[config.mk]
export PLATFORM = sky130hd
export DESIGN_NAME = reel_pixel_gen_flat
export DESIGN_NICKNAME = d
export VERILOG_FILES = /design/src/rtl/reel_pixel_gen_if.sv /design/src/rtl/reel_pixel_gen.sv /design/src/flat_wrapper.sv
export SDC_FILE = /design/constraint.sdc
export NUM_CORES = 1
export LEC_CHECK = 0
export CAP_MARGIN = 20
export CORE_ASPECT_RATIO = 0.5
export CORE_MARGIN = 2
export CORE_UTILIZATION = 30
export DETAILED_ROUTE_END_ITERATION = 6
export PLACE_DENSITY_LB_ADDON = 0.08
export SYNTH_ARGS = -nofsm -noshare
export SYNTH_HDL_FRONTEND = slang
export SYNTH_SLANG_ARGS = --single-unit
[constraint.sdc]
create_clock -name clk -period 2.89 [get_ports clk]
set_input_delay 0.578 -clock clk [delete_from_list [all_inputs] [get_ports clk]]
set_output_delay 0.578 -clock clk [all_outputs]
set_load 0.02 [all_outputs]
[src/rtl/reel_pixel_gen_if.sv]
// reel_pixel_gen_if: timing/control inputs and pixel/status outputs of the reel pixel generator
interface reel_pixel_gen_if;
  logic [10:0] hcount;
  logic [9:0]  vcount;
  logic        active_video;
  logic        hsync_in;
  logic        vsync_in;
  logic        start;
  logic [2:0]  stop_req;
  logic [8:0]  stop_sym;
  logic [11:0] rgb;
  logic        hsync_out;
  logic        vsync_out;
  logic [2:0]  reel_done;
  logic        busy;
  modport master (
    output hcount, vcount, active_video, hsync_in, vsync_in, start, stop_req, stop_sym,
    input  rgb, hsync_out, vsync_out, reel_done, busy
  );
  modport slave (
    input  hcount, vcount, active_video, hsync_in, vsync_in, start, stop_req, stop_sym,
    output rgb, hsync_out, vsync_out, reel_done, busy
  );
endinterface

[src/rtl/reel_pixel_gen.sv]
// reel_pixel_gen: three scrolling slot reels rendered over VGA timing, with per-reel spin/stop control
module reel_pixel_gen #(
  parameter int H_DISPLAY_START = 144,
  parameter int V_DISPLAY_START = 35,
  parameter int V_TICK_LINE     = 515,
  parameter int SPIN_SPEED      = 16
) (
  input logic             clk,
  input logic             reset_n,
  reel_pixel_gen_if.slave bus
);
  typedef enum logic [1:0] {IDLE, SPINNING, STOPPING, STOPPED} state_t;
  localparam logic [9:0] STEP = 10'(SPIN_SPEED);
  localparam logic [11:0] PAL [8] = '{12'hF00, 12'h0F0, 12'h00F, 12'hFF0,
                                      12'h0FF, 12'hF0F, 12'hFFF, 12'hF80};
  state_t      r_state [3];
  state_t      w_state_nx [3];
  logic [9:0]  r_offset [3];
  logic [9:0]  w_offset_nx [3];
  logic [9:0]  r_target [3];
  logic [9:0]  w_target_nx [3];
  logic [2:0]  r_done, w_done;
  logic        w_tick, w_busy;
  logic [10:0] w_x;
  logic [9:0]  w_y, w_ry, w_strip;
  logic        w_hit;
  logic [1:0]  w_idx;
  logic [6:0]  w_rx;
  logic        r_hit, r_av;
  logic [6:0]  r_rx;
  logic [9:0]  r_strip;
  logic [1:0]  r_hs, r_vs;
  logic [11:0] r_rgb, w_rgb;
  logic [2:0]  w_sym;
  logic [6:0]  w_cy;
  assign w_tick = bus.hcount == 11'd0 && bus.vcount == 10'(V_TICK_LINE);
  // any reel still in motion blocks a new start
  always_comb begin
    w_busy = 1'b0;
    for (int k = 0; k < 3; k++) w_busy = w_busy | r_state[k] == SPINNING | r_state[k] == STOPPING;
  end
  // per-reel next state: positions only move on the frame tick, inside vertical blank
  always_comb begin
    for (int k = 0; k < 3; k++) begin
      w_state_nx[k]  = r_state[k];
      w_offset_nx[k] = r_offset[k];
      w_target_nx[k] = r_target[k];
      w_done[k]      = 1'b0;
      case (r_state[k])
        IDLE, STOPPED: if (bus.start && !w_busy) w_state_nx[k] = SPINNING;
        SPINNING: begin
          if (w_tick) w_offset_nx[k] = r_offset[k] + STEP;
          if (bus.stop_req[k]) begin
            w_state_nx[k]  = STOPPING;
            w_target_nx[k] = {3'(bus.stop_sym[3*k +: 3] - 3'd1), 7'd0};
          end
        end
        STOPPING: if (w_tick) begin
          if (r_offset[k] == r_target[k]) begin
            w_state_nx[k] = STOPPED;
            w_done[k]     = 1'b1;
          end else w_offset_nx[k] = r_offset[k] + STEP;
        end
        default: ;
      endcase
    end
  end
  // reel state registers
  always_ff @(posedge clk or negedge reset_n) begin
    if (!reset_n) begin
      for (int k = 0; k < 3; k++) begin
        r_state[k]  <= IDLE;
        r_offset[k] <= '0;
        r_target[k] <= '0;
      end
      r_done <= '0;
    end else begin
      r_state  <= w_state_nx;
      r_offset <= w_offset_nx;
      r_target <= w_target_nx;
      r_done   <= w_done;
    end
  end
  assign w_x  = bus.hcount - 11'(H_DISPLAY_START);
  assign w_y  = bus.vcount - 10'(V_DISPLAY_START);
  assign w_ry = w_y - 10'd48;
  // window hit test; coordinates left of/above the display wrap to large values and miss
  always_comb begin
    w_hit = 1'b0;
    w_idx = 2'd0;
    w_rx  = 7'd0;
    for (int k = 0; k < 3; k++)
      if (w_x >= 11'(64 + 192 * k) && w_x <= 11'(191 + 192 * k)) begin
        w_hit = w_y >= 10'd48 && w_y <= 10'd431;
        w_idx = 2'(k);
        w_rx  = 7'(w_x - 11'(64 + 192 * k));
      end
  end
  assign w_strip = w_ry + r_offset[w_idx];
  assign w_sym   = r_strip[9:7];
  assign w_cy    = r_strip[6:0];
  assign w_rgb   = !r_av ? 12'h000 : !r_hit ? 12'h002 :
                   (r_rx >= 7'd16 && r_rx <= 7'd111 && w_cy >= 7'd16 && w_cy <= 7'd111) ? PAL[w_sym] : 12'h888;
  // two-stage pixel pipeline with matching sync delay
  always_ff @(posedge clk or negedge reset_n) begin
    if (!reset_n) begin
      r_hit   <= 1'b0;
      r_av    <= 1'b0;
      r_rx    <= '0;
      r_strip <= '0;
      r_hs    <= 2'b11;
      r_vs    <= 2'b11;
      r_rgb   <= '0;
    end else begin
      r_hit   <= w_hit;
      r_av    <= bus.active_video;
      r_rx    <= w_rx;
      r_strip <= w_strip;
      r_hs    <= {r_hs[0], bus.hsync_in};
      r_vs    <= {r_vs[0], bus.vsync_in};
      r_rgb   <= w_rgb;
    end
  end
  assign bus.rgb       = r_rgb;
  assign bus.hsync_out = r_hs[1];
  assign bus.vsync_out = r_vs[1];
  assign bus.reel_done = r_done;
  assign bus.busy      = w_busy;
endmodule

[src/flat_wrapper.sv]
// flat-port wrapper written by rule: the top's interface ports become plain ports
module reel_pixel_gen_flat 
#(
  parameter int H_DISPLAY_START = 144,
  parameter int V_DISPLAY_START = 35,
  parameter int V_TICK_LINE     = 515,
  parameter int SPIN_SPEED      = 16
)
  (clk, reset_n, bus_hcount, bus_vcount, bus_active_video, bus_hsync_in, bus_vsync_in, bus_start, bus_stop_req, bus_stop_sym, bus_rgb, bus_hsync_out, bus_vsync_out, bus_reel_done, bus_busy);
  reel_pixel_gen_if bus_i ();
  input logic clk;
  input logic reset_n;
  input wire logic [$bits(bus_i.hcount)-1:0] bus_hcount;
  input wire logic [$bits(bus_i.vcount)-1:0] bus_vcount;
  input wire logic [$bits(bus_i.active_video)-1:0] bus_active_video;
  input wire logic [$bits(bus_i.hsync_in)-1:0] bus_hsync_in;
  input wire logic [$bits(bus_i.vsync_in)-1:0] bus_vsync_in;
  input wire logic [$bits(bus_i.start)-1:0] bus_start;
  input wire logic [$bits(bus_i.stop_req)-1:0] bus_stop_req;
  input wire logic [$bits(bus_i.stop_sym)-1:0] bus_stop_sym;
  output wire logic [$bits(bus_i.rgb)-1:0] bus_rgb;
  output wire logic [$bits(bus_i.hsync_out)-1:0] bus_hsync_out;
  output wire logic [$bits(bus_i.vsync_out)-1:0] bus_vsync_out;
  output wire logic [$bits(bus_i.reel_done)-1:0] bus_reel_done;
  output wire logic [$bits(bus_i.busy)-1:0] bus_busy;
  assign bus_i.hcount = bus_hcount;
  assign bus_i.vcount = bus_vcount;
  assign bus_i.active_video = bus_active_video;
  assign bus_i.hsync_in = bus_hsync_in;
  assign bus_i.vsync_in = bus_vsync_in;
  assign bus_i.start = bus_start;
  assign bus_i.stop_req = bus_stop_req;
  assign bus_i.stop_sym = bus_stop_sym;
  assign bus_rgb = bus_i.rgb;
  assign bus_hsync_out = bus_i.hsync_out;
  assign bus_vsync_out = bus_i.vsync_out;
  assign bus_reel_done = bus_i.reel_done;
  assign bus_busy = bus_i.busy;
  reel_pixel_gen #(.H_DISPLAY_START(H_DISPLAY_START), .V_DISPLAY_START(V_DISPLAY_START), .V_TICK_LINE(V_TICK_LINE), .SPIN_SPEED(SPIN_SPEED)) u_core (.clk(clk), .reset_n(reset_n), .bus(bus_i));
endmodule
Yosys cells after proc, flatten, opt, wreduce, memory -nomap -nowiden
Memories as Yosys holds them, arrays and structs flattened.
Cells that the tools add are included.
{"block": "totals", "ff_bits": 83, "latch_bits": 0, "mem_bits_rw": 0, "mem_bits_ro": 96, "input_bits": 39, "output_inout_bits": 18, "mem_count": 1}
{"name": "(no name shown)", "depth": 8, "word_bits": 12, "read_ports": 1, "rd_ports_with_merged_regs": 0, "write_ports": 0, "line_no": "reel_pixel_gen.sv:103", "rtl": "(r_rx >= 7'd16 && r_rx <= 7'd111 && w_cy >= 7'd16 && w_cy <= 7'd111) ? PAL[w_sym] : 12'h888;"}
{"block": "classes", "n_addsub": 13, "multipliers": 0, "n_div": 0, "order_cmp": 14, "n_eq_ne": 31, "shift": 0, "muxes": 50, "bitwise_logic": 7, "n_reduce_logical": 29}
{"operator": "10-bit two-way mux", "n": 11}
{"operator": "12-bit two-way mux", "n": 5}
{"operator": "10-bit case mux with 2 select lines", "n": 3}
{"operator": "10-bit by 5-bit adder with 10-bit output, second input constant", "n": 3}
{"operator": "10-bit == test", "n": 3}
{"operator": "4-bit AND reduction", "n": 6}
{"operator": "11-bit by 9-bit greater-or-equal comparator with 1-bit output, second input constant", "n": 2}
{"operator": "2-bit two-way mux", "n": 11}
{"operator": "7-bit two-way mux", "n": 3}
{"operator": "10-bit binary-select mux with 2-bit select", "n": 1}
{"operator": "10-bit by 6-bit subtractor with 10-bit output, second input constant", "n": 2}
{"operator": "2-bit by 1-bit != test with 1-bit output, second input constant", "n": 9}
{"operator": "2-bit != test, second input constant", "n": 9}
{"operator": "2-bit case mux with 3 select lines", "n": 3}
{"operator": "7-bit by 5-bit greater-or-equal comparator with 1-bit output, second input constant", "n": 2}
{"operator": "7-bit less-or-equal comparator, second input constant", "n": 2}
{"operator": "7-bit subtractor, second input constant", "n": 2}
{"operator": "1-bit two-way mux", "n": 13}
{"operator": "2-bit == test, second input constant", "n": 6}
{"operator": "11-bit by 7-bit greater-or-equal comparator with 1-bit output, second input constant", "n": 1}
{"operator": "11-bit by 10-bit less-or-equal comparator with 1-bit output, second input constant", "n": 1}
{"operator": "11-bit by 8-bit less-or-equal comparator with 1-bit output, second input constant", "n": 1}
{"operator": "11-bit by 9-bit less-or-equal comparator with 1-bit output, second input constant", "n": 1}
{"operator": "11-bit zero test", "n": 1}
{"operator": "19 further kinds", "n": 43}

Longest topological paths before layout
{"block": "logic_depth", "ltp_word": 10, "mapped_depth": 18}

Least setup slack after synthesis
OpenSTA, ideal clock, no wires.
{"block": "synth_timing", "kind": "input to register", "start": "in bus_hcount[4]", "end": "reg u_core.r_strip[9]", "setup_ns": 0.080, "arrival_ns": 4.056, "t_required_ns": 2.810, "setup_slack_ns": -1.247, "cell_stages": 17, "cell_sequence": "inv_1 > ha_1 > nand4b_1 > nor4b_1 > a21oi_1 > and4_1 > clkbuf_1 > a222oi_1 > inv_1 > ha_1 > ha_1 > fa_1 > a21o_1 > a21oi_1 > xnor2_1 > xnor2_1 > xnor2_1"}
{"block": "synth_between", "elab_chain_cells": 10, "elab_cells_between_ends": 14}
{"item": "start: declaration", "line_no": "flat_wrapper.sv:13", "rtl": "input wire logic [$bits(bus_i.hcount)-1:0] bus_hcount;"}
{"item": "11-bit by 8-bit subtractor with 11-bit output *", "line_no": "reel_pixel_gen.sv:84", "rtl": "assign w_x = bus.hcount - 11'(H_DISPLAY_START);"}
{"item": "11-bit by 9-bit greater-or-equal comparator with 1-bit output / 11-bit by 9-bit less-or-equal comparator with 1-bit output (equally long branches)", "line_no": "reel_pixel_gen.sv:93", "rtl": "if (w_x >= 11'(64 + 192 * k) && w_x <= 11'(191 + 192 * k)) begin"}
{"item": "1-bit logical AND", "line_no": "reel_pixel_gen.sv:93"}
{"item": "1-bit two-way mux", "line_no": "reel_pixel_gen.sv:93"}
{"item": "2-bit two-way mux *", "line_no": "reel_pixel_gen.sv:93"}
{"item": "2-bit inverter with 3-bit output (implied by the code) *", "line_no": "reel_pixel_gen.sv:99", "rtl": "assign w_strip = w_ry + r_offset[w_idx];"}
{"item": "10-bit binary-select mux with 2-bit select *", "line_no": "reel_pixel_gen.sv:99"}
{"item": "10-bit two-way mux (implied by the code) * (2 in series)", "line_no": "reel_pixel_gen.sv:99"}
{"item": "10-bit adder *", "line_no": "reel_pixel_gen.sv:99"}
{"item": "net u_core.w_strip[9]", "line_no": "reel_pixel_gen.sv:25", "rtl": "logic [9:0] w_y, w_ry, w_strip;"}
{"item": "end signal: assignment", "line_no": "reel_pixel_gen.sv:118", "rtl": "r_strip <= w_strip;"}
{"item": "end: declaration", "line_no": "reel_pixel_gen.sv:31", "rtl": "logic [9:0] r_strip;"}
The timed path passes the listed nets; every way through them passes the cells marked *. The select of a mux whose other input is x is not followed.
A chain may end at the register's enable or synchronous reset.

Worst setup path after layout
{"block": "layout_timing", "start": "in bus_hcount[5]", "end": "reg u_core.r_strip[9]"}
Same word-level chain as after synthesis.

==> impl_metrics.py <==
metrics = {
    "outcome": {
        "status": "complete, but fails checks",
        "violations": "setup timing",
    },
    "worst_setup_path": {
        "critPathBufInv": 4,
        "cp_max_fo": 3,
        "crit_chain": "buf_12 > buf_6 > o31a_1 > nor2_2 > xnor2_2 > buf_4 > nand4b_1 > o31a_1 > a222oi_1 > inv_1 > ha_4 > ha_4 > fa_2 > a21o_1 > a21oi_2 > xnor2_2 > xnor2_1 > xnor2_1",
        "cp-end-kind": "flop",
        "crit_family": "compound AO/OA/AOI/OAI gates",
        "cp-start-kind": "input port",
        "critPathKind": "in -> reg",
        "cp.required_ns": 3.08,
        "critPathSlowestCell": "fa_2",
        "worstPathArrival_ns": 3.88,
        "critPathMaxStageDelay_ns": 0.40,
    },
    "timing": {
        "slew_violations": 0,
        "slew_headroom": 0.6379,
        "tightest_slew_ns": 0.5390,
        "clock.fmax_ghz": 0.2713,
        "hold_viol_final": 0,
        "rsz0062_at_grt": "yes",
        "timing.final.crit_share": 1.275,
        "min_period_ns": 3.686,
        "clock_skew_ns": 0.006233,
        "hold_ws_ns": 0.2098,
        "setup_viol": 4,
        "fin_ws_ns": -0.7959,
    },
    "synth": {
        "synthAdderAreaFrac": 0.1149,
        "synth_ff_type": "dfrtp_1",
        "synth_top_family_by_area": "simple AND/OR/NAND/NOR gates",
        "syn-num-nets": 440,
        "synth_edf_count": 0,
        "syn_area_per_cell_um2": 9.623,
        "yosysTopAreaCellShare": 0.3805,
        "synthCells": 369,
        "synth_seq_cells": 58,
        "synthSimpleGateAreaFrac": 0.1864,
        "yosys.area.top_type": "dfrtp_1",
        "yosys-mux-area-fraction": 0.008809,
        "synth_compound_area_frac": 0.1135,
        "synth.distinct_cells": 59,
        "synthArstFlopShare": 1.000,
        "yosys_warnings": 0,
        "seq_area_frac_synth": 0.4101,
        "synth_xor_area_frac": 0.1106,
        "syn_area_mm2": 0.003551,
        "yosys-top-cells-area": "dfrtp_1 (38%), ha_1 (11%), xnor2_1 (7.9%)",
    },
    "global_route": {
        "antenna_found_initial": 0,
        "grt_max_degree": 26,
        "grt_first_pass_wirelength_um": 14390,
        "grt_pass1_vias": 3063,
        "grt_overflow": 0,
        "gr-usage-all-layers": 0.1464,
    },
    "placement": {
        "place_congestion": 0.8362,
        "dp_hpwl_um": 6859,
        "place_inst": 626,
        "dp_worst_setup_slack_ns": -1.658,
        "io_buffers": 56,
    },
    "routing": {
        "drc_errors": 0,
        "wire_per_inst_um": 13.30,
        "via_count": 2901,
        "firstDrtPassIters": 4,
        "avgViaCountPerCell": 4.477,
        "finalWirelength_um": 8620,
        "antenna_left": 0,
        "first_iter_violations": 151,
    },
    "final_layout": {
        "post-route-util": 0.4385,
        "diodes": 0,
        "nets": 549,
        "drive_gt1_frac": 0.2195,
        "seq_area_mm2": 0.001456,
        "instances_no_fill": 648,
        "area_growth_pct": 44.08,
        "multi_input_area_mm2": 0.002001,
        "num-fill-cells": 1137,
    },
    "clock_tree": {
        "cts_tree": "yes",
        "cts-root-buf": "clkbuf_16",
        "hold_buffers": 0,
        "cts.sinks": 58,
        "numCtsBuffers": 9,
        "clock_latency_ns": 0.33,
        "cts.clk_slew.worst_paths_ns": 0.05,
        "htreeDepth": 3,
        "clock_path_buffers": 2,
    },
    "power": {
        "vdd_ir_drop_max_uv": 296.2,
        "powerDensity_mw_per_mm2": 510.5,
        "p_total_mw": 2.612,
        "p_leak_nw": 2.402,
    },
    "job": {
        "max-cap-violations": 0,
    },
    "die": {
        "ios": 57,
        "die_h_um": 80.93,
        "die_area_mm2": 0.01278,
        "coreArea_mm2": 0.01167,
        "rows": 28,
        "start_util": 0.3044,
        "fp.dieW_um": 157.9,
    },
    "hold_path": {
        "hp-class": "in -> async",
    },
}
## cell usage after synthesis, types with 3 or more instances
master / count
dfrtp_1: 54
nand2_1: 46
inv_1: 35
xnor2_1: 32
ha_1: 31
nor2_1: 19
o21ai_0: 19
nor3_1: 11
xor2_1: 11
a21oi_1: 9
and3_1: 7
nand4_1: 7
buf_4: 6
nand3_1: 6
nor2b_1: 5
dfstp_2: 4
a21o_1: 3
a221o_1: 3
a222oi_1: 3
nand2b_1: 3
nand3b_1: 3
o21ai_1: 3
or4_1: 3
## metrics by stage
| step | setup TNS [ns] | cell area, um2 |
|---|---|---|
| 2_1_floorplan | -1.840 | 3595 |
| 3_3_place_gp | -11.61 | 4638 |
| 3_5_place_dp | -11.63 | 4638 |
| 4_1_cts | -1.378 | 5036 |
| 5_1_grt | -2.217 | 5116 |
| 6_report | -1.689 | 5116 |
## layout make-up
class,instances,area share
repair buffers,108,0.1900
clock inverters,4,0.01443
flip-flops and latches,58,0.2847
well taps,165,0.04035
inverters,36,0.02935
multi-input cells,265,0.3910
clock buffers,12,0.05013
## routing by layer
layer,vias to the layer above,part of all wire,global-route usage
met4,0,0.016,0.05091
met5,-,0,0
met1,1356,0.50,0.1893
li1,1482,-,-
met3,11,0.039,0.04642
met2,52,0.45,0.2330
## cell families (layout without fill, tap and decap cells)
group,Yosys count,in the layout
XOR/XNOR,44,44
flip-flops,58,58
multiplexers,3,3
adder cells (fa/ha/maj),32,32
AND/OR/NAND/NOR,128,128
buffers and inverters,46,160
AO/OA/AOI/OAI,58,58
## power breakdown
group | internal, mW | total, mW | switching (mW)
sequential | 0.869 | 0.908 | 0.0394
clock | 0.800 | 1.16 | 0.357
combinational | 0.296 | 0.547 | 0.250
## placed cells by master (no fill, tap or decap), types with 4 or more instances in the layout
| cell | Yosys | routed |
|---|---|---|
| dfrtp_1 | 54 | 54 |
| clkbuf_16 | 0 | 9 |
| xnor2_1 | 32 | 29 |
| dlygate4sd2_1 | 0 | 5 |
| nand2_1 | 46 | 46 |
| buf_6 | 0 | 4 |
| nor2b_1 | 5 | 4 |
| clkdlybuf4s50_1 | 0 | 46 |
| nor3_1 | 11 | 11 |
| inv_1 | 35 | 32 |
| ha_1 | 31 | 28 |
| a21oi_1 | 9 | 6 |
| nor2_1 | 19 | 18 |
| buf_4 | 6 | 48 |
| nand3_1 | 6 | 5 |
| nand4_1 | 7 | 7 |
| and3_1 | 7 | 7 |
| dfstp_2 | 4 | 4 |
| xnor2_2 | 1 | 4 |
| xor2_1 | 11 | 11 |
| o21ai_1 | 3 | 4 |
| o21ai_0 | 19 | 18 |
## flip-flops by register name, summed over array words and instances (netlist names)
signal                count
u_core.r_hit              1
u_core.r_strip            6
u_core.r_target           9
u_core.r_rx               3
u_core.r_vs               2
u_core.r_hs               2
u_core.r_offset          18
u_core.r_av               1
u_core.bus.reel_done      3
u_core.r_state            6
u_core.bus.rgb            7
## timing repair
item | CTS | global route
endpoints found under the setup margin | 11 | 7
gates resized for setup | 33 | 10
pin swaps | 21 | 19
buffers inserted | 3 | 3
## final timing paths
kind	slack [ns]	endpoint	from	cells after the start
max in group asynchronous	1.98	u_core.r_strip[6]$_DFF_PN0_	reset_n	2
hold / removal	0.21	u_core.r_target[29]$_DFFE_PN0P_	reset_n	1
setup reg to reg	0.32	u_core.r_strip[9]$_DFF_PN0_	u_core.r_offset[15]$_DFFE_PN0P_	10
hold reg to reg	0.35	u_core.r_vs[1]$_DFF_PN1_	u_core.r_vs[0]$_DFF_PN1_	0
setup / recovery	-0.80	u_core.r_strip[9]$_DFF_PN0_	bus_hcount[5]	18
min in group clk	0.35	u_core.r_vs[1]$_DFF_PN1_	u_core.r_vs[0]$_DFF_PN1_	0
Note: power is estimated with default switching activity, not from simulation.
